**src/rtl/pc_pkg.sv**
```systemverilog
// ----------------------------------------------------------------------------
// pc_pkg
// Shared definitions for the fetch-stage program-counter unit.
//   XLEN_DEF          default address width
//   XLEN_MAX          widest address the BTB entry struct can carry
//   RESET_VECTOR_DEF  default first fetch address after reset
//   next_sel_e        which source feeds the next PC
//   btb_entry_t       one BTB line {valid, tag, target}
// ----------------------------------------------------------------------------
package pc_pkg;

    localparam int              XLEN_DEF         = 32;
    localparam int              XLEN_MAX         = 64;
    localparam logic [XLEN_DEF-1:0] RESET_VECTOR_DEF = 32'h0000_0000;

    // Ordered from highest to lowest priority.
    typedef enum logic [2:0] {
        SEL_REDIRECT = 3'd0,
        SEL_PENDING  = 3'd1,
        SEL_HOLD     = 3'd2,
        SEL_PRED     = 3'd3,
        SEL_SEQ      = 3'd4
    } next_sel_e;

    // Fields are sized for the widest supported address; narrower
    // configurations zero-extend into them.
    typedef struct packed {
        logic                valid;
        logic [XLEN_MAX-1:0] tag;
        logic [XLEN_MAX-1:0] target;
    } btb_entry_t;

endpackage

```
**src/rtl/pc_unit_branch_target_buffer.sv**
```systemverilog
// ----------------------------------------------------------------------------
// branch_target_buffer
// Direct-mapped BTB: combinational lookup on the fetch PC, update at the
// clock edge from the EX-stage branch resolution.
// Ports:
//   CLOCK, RESET           clock, asynchronous active-high reset (clears valid)
//   PC                     fetch address to look up
//   HIT, TARGET            lookup result (TARGET is word aligned)
//   BR_RESOLVE             a branch/jump resolved this cycle
//   BR_PC, BR_TARGET       its address and computed target
//   BR_TAKEN               its resolved direction
// ----------------------------------------------------------------------------
module branch_target_buffer
    import pc_pkg::*;
#(
    parameter int XLEN        = XLEN_DEF,
    parameter int BTB_ENTRIES = 16
) (
    input  logic            CLOCK,
    input  logic            RESET,
    input  logic [XLEN-1:0] PC,
    output logic            HIT,
    output logic [XLEN-1:0] TARGET,
    input  logic            BR_RESOLVE,
    input  logic [XLEN-1:0] BR_PC,
    input  logic [XLEN-1:0] BR_TARGET,
    input  logic            BR_TAKEN
);

    localparam int IDX_W = $clog2(BTB_ENTRIES);
    localparam int TAG_W = XLEN - IDX_W - 2;

    logic [BTB_ENTRIES-1:0] valid_reg;
    logic [TAG_W-1:0]       tag_reg    [BTB_ENTRIES];
    logic [XLEN-3:0]        target_reg [BTB_ENTRIES];

    logic [IDX_W-1:0] rd_idx;
    logic [TAG_W-1:0] rd_tag;
    logic [IDX_W-1:0] wr_idx;
    logic [TAG_W-1:0] wr_tag;
    logic             wr_hit;
    btb_entry_t       rd_entry;

    assign rd_idx = PC[IDX_W+1:2];
    assign rd_tag = PC[XLEN-1:IDX_W+2];
    assign wr_idx = BR_PC[IDX_W+1:2];
    assign wr_tag = BR_PC[XLEN-1:IDX_W+2];

    // Lookup reads the registered contents, so a same-cycle update is only
    // visible from the following cycle.
    always_comb begin
        rd_entry        = '0;
        rd_entry.valid  = valid_reg[rd_idx];
        rd_entry.tag    = XLEN_MAX'(tag_reg[rd_idx]);
        rd_entry.target = XLEN_MAX'({target_reg[rd_idx], 2'b00});
    end

    assign HIT    = rd_entry.valid && (rd_entry.tag == XLEN_MAX'(rd_tag));
    assign TARGET = XLEN'(rd_entry.target);

    assign wr_hit = valid_reg[wr_idx] && (tag_reg[wr_idx] == wr_tag);

    always_ff @(posedge CLOCK or posedge RESET) begin
        if (RESET) begin
            valid_reg <= '0;
        end else if (BR_RESOLVE) begin
            if (BR_TAKEN) begin
                valid_reg[wr_idx] <= 1'b1;
            end else if (wr_hit) begin
                // Only unlearn the branch that owns the line, not an alias.
                valid_reg[wr_idx] <= 1'b0;
            end
        end
    end

    // Tag/target need no reset: they are never used while valid is 0.
    always_ff @(posedge CLOCK) begin
        if (BR_RESOLVE && BR_TAKEN) begin
            tag_reg[wr_idx]    <= wr_tag;
            target_reg[wr_idx] <= BR_TARGET[XLEN-1:2];
        end
    end

    logic unused_lsbs;
    assign unused_lsbs = ^{PC[1:0], BR_PC[1:0], BR_TARGET[1:0]};

endmodule

```
**src/rtl/pc_unit.sv**
```systemverilog
// ----------------------------------------------------------------------------
// pc_unit
// Fetch-stage program counter with next-PC priority mux, a redirect-capture
// latch for redirects that arrive during an instruction-memory wait, and an
// optional direct-mapped BTB for zero-bubble taken branches.
// Ports:
//   CLOCK, RESET               clock, asynchronous active-high reset
//   BUSYWAIT                   imem not ready: PC holds, redirects are latched
//   STALL                      load-use stall: PC holds (redirect overrides)
//   REDIRECT_EN, REDIRECT_PC   EX-stage correction
//   BR_RESOLVE, BR_PC,
//   BR_TARGET, BR_TAKEN        branch resolution feeding the BTB
//   PC, PC_PLUS4               current fetch address and its successor
//   PRED_TAKEN                 BTB hit on PC
//   FETCH_VALID                0 while a latched redirect makes the fetch stale
// ----------------------------------------------------------------------------
module pc_unit
    import pc_pkg::*;
#(
    parameter int              XLEN         = XLEN_DEF,
    parameter logic [XLEN-1:0] RESET_VECTOR = XLEN'(RESET_VECTOR_DEF),
    parameter int              BTB_ENTRIES  = 16,
    parameter bit              BTB_EN       = 1'b1
) (
    input  logic            CLOCK,
    input  logic            RESET,
    input  logic            BUSYWAIT,
    input  logic            STALL,
    input  logic            REDIRECT_EN,
    input  logic [XLEN-1:0] REDIRECT_PC,
    input  logic            BR_RESOLVE,
    input  logic [XLEN-1:0] BR_PC,
    input  logic [XLEN-1:0] BR_TARGET,
    input  logic            BR_TAKEN,
    output logic [XLEN-1:0] PC,
    output logic [XLEN-1:0] PC_PLUS4,
    output logic            PRED_TAKEN,
    output logic            FETCH_VALID
);

    localparam logic [XLEN-1:0] RESET_PC = {RESET_VECTOR[XLEN-1:2], 2'b00};

    logic [XLEN-1:0] pc_reg;
    logic [XLEN-1:0] pc_next;
    logic            pending_reg;
    logic            pending_next;
    logic [XLEN-1:0] pending_pc_reg;
    logic [XLEN-1:0] pending_pc_next;
    logic [XLEN-1:0] redirect_aligned;
    logic [XLEN-1:0] pc_plus4;
    logic            pred_hit;
    logic [XLEN-1:0] pred_target;
    next_sel_e       next_sel;

    assign redirect_aligned = {REDIRECT_PC[XLEN-1:2], 2'b00};
    assign pc_plus4         = pc_reg + XLEN'(4);

    // ------------------------------------------------------------------
    // Optional BTB
    // ------------------------------------------------------------------
    generate
        if (BTB_EN) begin : g_btb
            branch_target_buffer #(
                .XLEN        (XLEN),
                .BTB_ENTRIES (BTB_ENTRIES)
            ) u_btb (
                .CLOCK      (CLOCK),
                .RESET      (RESET),
                .PC         (pc_reg),
                .HIT        (pred_hit),
                .TARGET     (pred_target),
                .BR_RESOLVE (BR_RESOLVE),
                .BR_PC      (BR_PC),
                .BR_TARGET  (BR_TARGET),
                .BR_TAKEN   (BR_TAKEN)
            );
        end else begin : g_no_btb
            assign pred_hit    = 1'b0;
            assign pred_target = '0;
            logic unused_br;
            assign unused_br = ^{BR_RESOLVE, BR_PC, BR_TARGET, BR_TAKEN};
        end
    endgenerate

    // ------------------------------------------------------------------
    // Next-PC source select
    // ------------------------------------------------------------------
    always_comb begin
        next_sel = SEL_SEQ;
        if (REDIRECT_EN) begin
            next_sel = SEL_REDIRECT;
        end else if (pending_reg) begin
            next_sel = SEL_PENDING;
        end else if (STALL) begin
            next_sel = SEL_HOLD;
        end else if (pred_hit) begin
            next_sel = SEL_PRED;
        end
    end

    always_comb begin
        pc_next         = pc_reg;
        pending_next    = pending_reg;
        pending_pc_next = pending_pc_reg;
        if (BUSYWAIT) begin
            // The fetch in flight cannot be abandoned; remember the newest
            // redirect and apply it once memory responds.
            if (REDIRECT_EN) begin
                pending_next    = 1'b1;
                pending_pc_next = redirect_aligned;
            end
        end else begin
            // A fresh redirect supersedes any latched one, so the latch is
            // consumed on every non-waiting edge.
            pending_next = 1'b0;
            unique case (next_sel)
                SEL_REDIRECT: pc_next = redirect_aligned;
                SEL_PENDING:  pc_next = pending_pc_reg;
                SEL_HOLD:     pc_next = pc_reg;
                SEL_PRED:     pc_next = pred_target;
                default:      pc_next = pc_plus4;
            endcase
        end
    end

    always_ff @(posedge CLOCK or posedge RESET) begin
        if (RESET) begin
            pc_reg         <= RESET_PC;
            pending_reg    <= 1'b0;
            pending_pc_reg <= '0;
        end else begin
            pc_reg         <= pc_next;
            pending_reg    <= pending_next;
            pending_pc_reg <= pending_pc_next;
        end
    end

    assign PC          = pc_reg;
    assign PC_PLUS4    = pc_plus4;
    assign PRED_TAKEN  = pred_hit;
    assign FETCH_VALID = ~pending_reg;

    logic unused_lsbs;
    assign unused_lsbs = ^{REDIRECT_PC[1:0]};

endmodule
```
**config.mk**
```make
export PLATFORM = sky130hd
export DESIGN_NAME = pc_unit
export DESIGN_NICKNAME = d
export VERILOG_FILES = /design/src/rtl/pc_pkg.sv /design/src/rtl/pc_unit_branch_target_buffer.sv /design/src/rtl/pc_unit.sv
export SDC_FILE = /design/constraint.sdc
export NUM_CORES = 1
export LEC_CHECK = 0
export BUFFER_PORTS_ARGS = -buffer_cell sky130_fd_sc_hd__buf_2
export CAP_MARGIN = 25
export CELL_PAD_IN_SITES_DETAIL_PLACEMENT = 0
export CELL_PAD_IN_SITES_GLOBAL_PLACEMENT = 2
export CORE_MARGIN = 3
export CORE_UTILIZATION = 54
export CTS_BUF_LIST = sky130_fd_sc_hd__clkbuf_2
export DETAILED_ROUTE_END_ITERATION = 8
export PLACE_DENSITY = 0.88
export SYNTH_ARGS = -nofsm -noshare
export SYNTH_HDL_FRONTEND = slang
export SYNTH_SLANG_ARGS = --single-unit
export TNS_END_PERCENT = 1
```
**constraint.sdc**
```tcl
create_clock -name CLOCK -period 7.2 [get_ports CLOCK]
set_input_delay 0.36 -clock CLOCK [delete_from_list [all_inputs] [get_ports CLOCK]]
set_output_delay 0.36 -clock CLOCK [all_outputs]
set_load 0.05 [all_outputs]
```
# Yosys cells after proc, flatten, opt, wreduce, memory -nomap -nowiden
# Memories as Yosys holds them, arrays and structs flattened.
# Index checks and enable logic that the tools add are counted.
dict set report classes {
  n_addsub 1
  n_lt_le_gt_ge 3
  eq_ne 6
  n_mux 17
  n_bitwise 6
  reduce_logical 9
}
# cell count
set ops {}
lappend ops {{32-bit case mux with 4 select lines} 1}
lappend ops {{26-bit == test} 2}
lappend ops {{32-bit by 3-bit adder with 32-bit output, second input constant} 1}
lappend ops {{16-bit two-way mux} 2}
lappend ops {{16-bit bitwise AND} 1}
lappend ops {{16-bit inverter} 1}
lappend ops {{16-bit OR} 1}
lappend ops {{3-bit two-way mux} 4}
lappend ops {{4-bit by 5-bit less-than comparator with 1-bit output, second input constant} 2}
lappend ops {{1-bit binary-select mux with 4-bit select} 2}
lappend ops {{1-bit two-way mux} 7}
lappend ops {{3-bit by 2-bit == test with 1-bit output, second input constant} 2}
lappend ops {{2-bit AND reduction} 3}
lappend ops {{1-bit demux with 4-bit select} 1}
lappend ops {{4-bit by 1-bit >= comparator with 1-bit output, second input constant} 1}
lappend ops {{1-bit logical AND} 4}
lappend ops {{3-bit by 1-bit == test with 1-bit output, second input constant} 1}
lappend ops {{3-bit zero test} 1}
lappend ops {{1-bit inverter} 3}
lappend ops {{2-bit by 1-bit != test with 1-bit output, second input constant} 1}
lappend ops {{2-bit nonzero test} 1}
dict set report totals {
  ff_bits 79
  mem_bits_rw 896
  out_inout_bits 66
  elab_cells 48
  memories 2
}
# name depth width rd rd_ports_with_merged_regs write_ports line_no
set mem_list {}
lappend mem_list {g_btb.u_btb.target_reg 16 30 1 0 1 pc_unit_branch_target_buffer.sv:35} ;# logic [XLEN-3:0] target_reg [BTB_ENTRIES];
lappend mem_list {g_btb.u_btb.tag_reg 16 26 2 0 1 pc_unit_branch_target_buffer.sv:34} ;# logic [TAG_W-1:0] tag_reg [BTB_ENTRIES];

# Longest topological paths before layout
# Gate-level depths: netlist of the first run.
dict set report depth {
  ltp_word 10
  mapped_depth 17
}

# Hierarchy
# From an unflattened synthesis of the first run, not the netlist that was laid out.
dict set report hier_totals {
  cells_unflattened 2201
  hier_area_um2 42986.2
}
# module instances cells_per_inst area_per_inst_um2 seq_area_each_um2
set modules_own_cells {}
lappend modules_own_cells {branch_target_buffer 1 1770 39044.9 27306.2}
lappend modules_own_cells {pc_unit 1 431 3941.3 1576.5}

# Worst setup path before layout of the first run
# No wires, ideal clock.
dict set report synth_timing {
  path_type {input -> register}
  start {in BR_PC[2]}
  end {mem g_btb.u_btb.tag_reg[1][0] (netlist bit) (enable)}
  setup_time_ns 0.541
  arrival_time_ns 6.017
  required_time_ns 6.659
  setup_slack_ns 0.642
  cell_stages 6
  path_cell_list {buf_2 > buf_2 > clkbuf_1 > clkbuf_1 > nand4b_1 > nor3_1}
}
# item line_no
set synth_rtl {}
lappend synth_rtl {{from (decl)} pc_unit.sv:32} ;# input logic [XLEN-1:0] BR_PC,
lappend synth_rtl {{to (decl)} pc_unit_branch_target_buffer.sv:34}
# No word-level cell before the write port.

# Worst setup path in the final report of the first run
dict set report layout_timing {
  start {reg pc_reg[2] (netlist: PC[2])}
  end {out PC_PLUS4[24]}
}
dict set report layout_between {
  elab_chain_len 1
}
# item line_no
set layout_lines {}
lappend layout_lines {{from (decl)} pc_unit.sv:43} ;# logic [XLEN-1:0] pc_reg;
lappend layout_lines {{from (signal assigned)} pc_unit.sv:132} ;# pc_reg <= pc_next;
lappend layout_lines {{32-bit by 3-bit adder with 32-bit output} pc_unit.sv:56} ;# assign pc_plus4 = pc_reg + XLEN'(4);
lappend layout_lines {{to (decl)} pc_unit.sv:36} ;# output logic [XLEN-1:0] PC_PLUS4,
# Every way passes these cells.

==> results of run 1 <==
[worst max path at each step]
stage / start / endpoint / slack [ns] / depth (start not counted)
final: PC[2] / PC_PLUS4[24] / 0.75 / 10
after global routing: PC[2] / PC_PLUS4[24] / 0.41 / 10
after CTS: PC[2] / PC_PLUS4[24] / 0.62 / 10
after detailed placement: PC[4] / PC[26] / 1.90 / 9
after global placement: PC[4] / PC[26] / 1.98 / 9
after floorplan: BR_PC[2] / g_btb.u_btb.tag_reg[1][0] / 0.64 / 6
[area by class of cell]
cell class | count | area [um2]
timing repair buffer | 440 | 3637
clock inverter | 89 | 528.0
multi-input combinational | 1121 | 13740
tap | 1050 | 1314
fill | 5645 | 29480
clock buffer | 336 | 1682
inverter | 40 | 152.6
antenna | 5 | 12.51
sequential | 973 | 28850
[report_power, final]
group	switching (mW)	internal, mW	leakage [nW]	total (mW)
clock	2.30	1.39	1.64	3.69
combinational	1.81	1.32	6.36	3.13
sequential	0.267	6.30	8.96	6.57
total	4.37	9.02	17.0	13.4
[logic make-up after synthesis]
kind of cell	after synthesis
compound gates	238
other cells	1
flops	973
mux	495
fa+ha+maj	1
buf+inv	202
xor+xnor	70
simple gates	313
[worst reg2reg max path, cell delays in order (launching register included)]
cell	delay, ns
dfrtp_4	1.12
buf_4	0.51
nor2_2	0.25
a221oi_1	0.65
xor2_1	0.14
o41a_1	0.42
or4_1	0.77
or3_1	0.83
o21ai_0	0.39
a221oi_2	0.09
dlygate4sd3_1	0.59
[routing by layer]
metal  global-route usage  vias to the layer above  wire length, um
met3              0.07090                      277            13270
met2               0.4800                     1715            61360
met4               0.1246                        6             4641
met1               0.4295                    13810            48290
met5                    0                        -               34
li1                     -                    10820                -
[per-stage QoR]
| stage | setup slack [ns] | std cells | hold slack [ns] | utilization | instance area, um2 |
|---|---|---|---|---|---|
| 3_5_place_dp | 1.897 | 3406 | 0.4097 | 0.5731 | 45490 |
| 2_1_floorplan | 0.6424 | 2296 | 0.4589 | - | 43460 |
| 6_report | 0.7470 | 4054 | 0.1430 | 0.6287 | 49910 |
| 5_1_grt | 0.4053 | 4051 | 0.1208 | 0.6286 | 49900 |
| 3_3_place_gp | 1.982 | 3403 | 0.4132 | 0.5721 | 45420 |
| 4_1_cts | 0.6210 | 4049 | 0.005553 | 0.6285 | 49890 |
[cell usage in the layout, fill, tap and decap left out, types with 8 or more instances in the layout]
master and instances:
a22o_1 8, buf_12 11, nand2b_1 12, and3_1 8, or4_1 9, o22a_1 13
clkinv_1 64, inv_1 36, buf_4 53, edfxtp_1 896, nor2_1 56, dfrtp_1 73
or3_1 8, nor2_4 12, nand2_1 55, nand3_1 28, o21ai_0 23, nand4_1 21
mux4_2 356, mux2_2 46, mux2i_1 93, nor3_1 22, buf_2 156, a211oi_2 8
nor2b_1 13, dlygate4sd3_1 217, clkinv_2 13, o31a_1 8, xnor2_1 58, nor4_1 34
a21oi_1 50, xor2_1 12, a221oi_2 12, o21ai_2 10, clkbuf_2 336, a22oi_1 21
o22ai_1 11
==> impl_metrics.yaml, run 1 <==
outcome:
  outcome: "finished, final reports clean"
floorplan:
  dieArea_mm2: 0.08390
  core_mm2: 0.07939
  pin_count: 169
  fp.dieW_um: 289.7
  initial_core_util: 0.5473
  die_y_um: 289.7
  num_rows: 103
setup_path:
  critPathArrivalTime_ns: 6.09
  crit_top_cell: "buf_4"
  crit_type: "reg2out"
  cp-start-kind: "flop"
  regToRegEndpoint: "PC[14]"
  crit_chain: "buf_4 -> buf_4 -> ha_1 -> and2_1 -> and3_1 -> nand4_1 -> or2_2 -> nor2_1 -> xor2_1 -> buf_2"
  slowest_delay_ns: 0.87
  worst-path-max-fanout: 33
  rr_worst_depth: 10
  r2r_slack_ns: 1.30
  reg2reg_from: "PC[4]"
  cp_top_family: "simple AND/OR/NAND/NOR gates"
  cp-end-kind: "output port"
  cp_data_required_time_ns: 6.84
  cp_slowest_cell: "dfrtp_4"
  path_buf_inv: 3
grt:
  grt_max_degree: 95
  grt_pass1_wl_mm: 184.1
  antenna_found_initial: 7
  first_global_vias: 27170
  gr-total-overflow: 0
  grt_util_all_layers: 0.3089
power:
  vdd_drop_max_v: 0.0001955
  power_mw: 13.39
  powerDensity_mw_per_mm2: 268.3
  power.leakage_nw: 16.96
cts:
  numCtsBuffers: 234
  cts_tree: "yes"
  post_cts_resized: 0
  post_cts_buffers: 0
  clockBufferDepth: 3
  insertion_delay_ns: 1.58
  htreeDepth: 4
  clock-sinks: 973
  cts.clk_slew.worst_paths_ns: 0.11
  root_buffer: "clkbuf_2"
  postCtsHoldBufs: 218
route:
  wl_per_cell_um: 31.48
  drt_iter0_drc: 3641
  drtAntennaViolNets: 0
  drc_errors: 0
  dr_total_vias: 26620
  drt_wl_total_mm: 127.6
  drtPass1Iterations: 6
  vias_per_cell: 6.567
hold_path:
  hold_class: "in2reg"
  holdPathEnd: "PC[5]"
  hp-start: "REDIRECT_EN"
  holdPathStages: 7
timing:
  fin_crit_sh: 0.8962
  final_hold_viol_count: 0
  clock-skew-final_ns: 0.1169
  slew_headroom: 0.2346
  min_period_ns: 6.453
  worst_pin_slew_ns: 1.148
  rsz0062_at_grt: "false"
  drv_slew: 0
  fmax_mhz: 155.0
  setup_viol: 0
  timing.setup.tns_ns: 0
synthesis:
  synth_xor_area_frac: 0.01411
  synthArstFlopShare: 0.07914
  synth_cell_types: 84
  ys_ff_latch: 973
  yosysWarnings: 0
  synth_top_area_cell: "edfxtp_1"
  synth-main-ff-cell: "edfxtp_1"
  syn_area_per_cell_um2: 18.95
  muxShareOfSynthArea: 0.2179
  yosysMostFrequentCell: "edfxtp_1"
  seq_area_frac_synth: 0.6636
  synth_top_family_by_area: "multiplexers"
  post_synth_and_or_nand_nor_area_fraction: 0.03850
  yosys-top-cells-count: "896 x edfxtp_1, 356 x mux4_2, 93 x mux2i_1, 77 x dfrtp_1, 76 x clkbuf_1"
  synth_edf_count: 896
  syn_inst: 2293
  synthAdderAreaFrac: 0.0002880
  synth.area.top_cells: "edfxtp_1 62%, mux4_2 18%, dfrtp_1 4.4%"
  synth_largest_type_area_fraction: 0.6192
  syn_area_mm2: 0.04345
  synth_compound_area_frac: 0.04219
layout:
  largest_register_ffs: 480
  finish.net_count: 2914
  drive_gt1_frac: 0.3515
  area_delta_synth_final_pct: 14.86
place:
  numPortBuffers: 158
  place_hpwl_mm: 75.56
  routabilityCongestion: 0.9762
flow_run:
  maxCapViolCount: 0
(Power assumes the default switching activity.)
==> run 2: changes to the inputs <==
--- a/config.mk
+++ b/config.mk
@@ -10,10 +10,9 @@
 export CELL_PAD_IN_SITES_DETAIL_PLACEMENT = 0
 export CELL_PAD_IN_SITES_GLOBAL_PLACEMENT = 2
 export CORE_MARGIN = 3
-export CORE_UTILIZATION = 54
-export CTS_BUF_LIST = sky130_fd_sc_hd__clkbuf_2
+export CORE_UTILIZATION = 52
 export DETAILED_ROUTE_END_ITERATION = 8
-export PLACE_DENSITY = 0.88
+export PLACE_DENSITY = 0.85
 export SYNTH_ARGS = -nofsm -noshare
 export SYNTH_HDL_FRONTEND = slang
 export SYNTH_SLANG_ARGS = --single-unit
==> impl_metrics.yaml, run 2 (synthesized netlist as in run 1, its figures left out) <==
power:
  power_mw: 14.81
  powerDensity_mw_per_mm2: 301.0
  seq_power_share: 0.444
  p_sw_mw: 4.283
  netSwitchingFraction: 0.2892
  clkPwrFrac: 0.352
  pwr-share-comb: 0.204
  power.leakage_nw: 16.16
  p_int_mw: 10.53
  vdd_drop_max_v: 0.0002739
layout:
  final_common_cell: "edfxtp_1"
  drive_gt1_frac: 0.3275
  final_util: 0.5973
  final_area_mm2: 0.04920
  mostFrequentLayoutCells: "896 x edfxtp_1, 356 x mux4_2, 157 x buf_2"
  area_delta_synth_final_pct: 13.24
  finish.net_count: 2599
  final_cells: 3656
  multi_input_area_mm2: 0.01374
  largest_register_ffs: 480
  seq_area_mm2: 0.02885
  n_fill_cell: 5909
setup_path:
  cp-start-kind: "flop"
  regToRegEndpoint: "PC[26]"
  r2r_slack_ns: 1.89
  reg2reg_from: "PC[2]"
  worstSetupEndpoint: "PC_PLUS4[22]"
  crit_path_start: "PC[3]"
  rr_worst_depth: 10
  cp-end-kind: "output port"
  worst-path-max-fanout: 61
  cp_data_required_time_ns: 6.84
  critPathArrivalTime_ns: 5.27
  crit_type: "reg2out"
route:
  wl_per_cell_um: 34.18
  dr.max_layer_used: "met5"
  drt_iter0_drc: 3191
  drc_errors: 0
  wl_met3_mm: 12.09
  vias_per_cell: 6.793
  drt_wl_total_mm: 124.9
  wl_met1_mm: 49.37
  route.met2.wl_mm: 59.31
  drtPass1Iterations: 6
  drtAntennaViolNets: 0
  dr_total_vias: 24830
cts:
  post_cts_buffers: 0
  numCtsBuffers: 99
  htreeDepth: 3
  clockBufferDepth: 3
  root_buffer: "clkbuf_16"
  cts_tree: "yes"
  insertion_delay_ns: 0.68
  post_cts_resized: 0
  clock-sinks: 973
  postCtsHoldBufs: 33
  cts.clk_slew.worst_paths_ns: 0.06
place:
  dp.cells: 3428
  numPortBuffers: 158
  dp_slack_ns: 1.927
  place_hpwl_mm: 76.31
  routabilityCongestion: 0.8834
  place_area_mm2: 0.04545
timing:
  fmax_mhz: 177.6
  setup_viol: 0
  min_period_ns: 5.632
  fin_crit_sh: 0.7822
  setup_ws_ns: 1.568
  rsz0062_at_grt: "false"
  final_hold_viol_count: 0
  worst_pin_slew_ns: 1.089
  drv_slew: 0
  hold-worst-slack_ns: 0.04138
  clock-skew-final_ns: 0.04207
  slew_headroom: 0.2738
  timing.setup.tns_ns: 0
floorplan:
  num_rows: 105
  pin_count: 169
  die_y_um: 295.1
  core_mm2: 0.08237
  initial_core_util: 0.5275
  fp.dieW_um: 295.1
  dieArea_mm2: 0.08706
grt:
  grt_util_all_layers: 0.2905
  grt_max_degree: 65
  antenna_found_initial: 11
  first_global_vias: 24870
  gr-total-overflow: 0
  grt_pass1_wl_mm: 179.8
flow_run:
  maxCapViolCount: 0
hold_path:
  hold_class: "in2reg"
outcome:
  outcome: "finished, final reports clean"
-- run 2: routing by layer --
layer,vias to the layer above,GRT usage
li1,10030,-
met2,1331,0.4550
met4,6,0.08768
met3,221,0.05769
met5,-,0
met1,13250,0.4205
-- run 2: power by group through the flow --
| stage | sequential (mW) | clock [mW] | combinational (mW) |
|---|---|---|---|
| finish | 6.58 | 5.21 | 3.02 |
| global route | 6.59 | 5.52 | 3.16 |
| CTS | 6.57 | 5.28 | 3.01 |
| detailed placement | 6.69 | 0 | 2.99 |
| global placement | 6.68 | 0 | 2.97 |
| floorplan | 6.61 | 0 | 2.09 |
-- run 2: how the worst min path moves through the flow --
| stage | start | endpoint | slack (ns) | depth (start not counted) |
|---|---|---|---|---|
| 6_report | BR_TARGET[15] | g_btb.u_btb.target_reg[10][13] | 0.04 | 1 |
| 4_1_cts | BR_TARGET[5] | g_btb.u_btb.target_reg[12][3] | 0.0003 | 1 |
| 2_1_floorplan | BR_PC[6] | g_btb.u_btb.tag_reg[0][0] | 0.46 | 0 |
| 3_5_place_dp | RESET | pending_pc_reg[22] | 0.35 | 2 |
| 5_1_grt | BR_TARGET[15] | g_btb.u_btb.target_reg[14][13] | 0.03 | 1 |
| 3_3_place_gp | RESET | pending_pc_reg[13] | 0.35 | 2 |
-- run 2: final cells by class --
| class | count | area share |
|---|---|---|
| Antenna cell | 9 | 0.0004577 |
| Clock buffer | 117 | 0.05233 |
| Clock inverter | 66 | 0.01544 |
| Inverter | 40 | 0.003102 |
| Multi-Input combinational cell | 1121 | 0.2792 |
| Sequential cell | 973 | 0.5863 |
| Tap cell | 1070 | 0.02721 |
| Timing Repair Buffer | 260 | 0.03603 |
-- run 2: critical path: stages (launching register included) --
cell     delay, ns
dfrtp_4       0.86
buf_4         0.86
ha_1          0.65
and2_1        0.24
and3_1        0.29
and3_1        0.23
and3_1        0.44
nand4_1       0.21
xnor2_1       0.44
buf_2         0.35
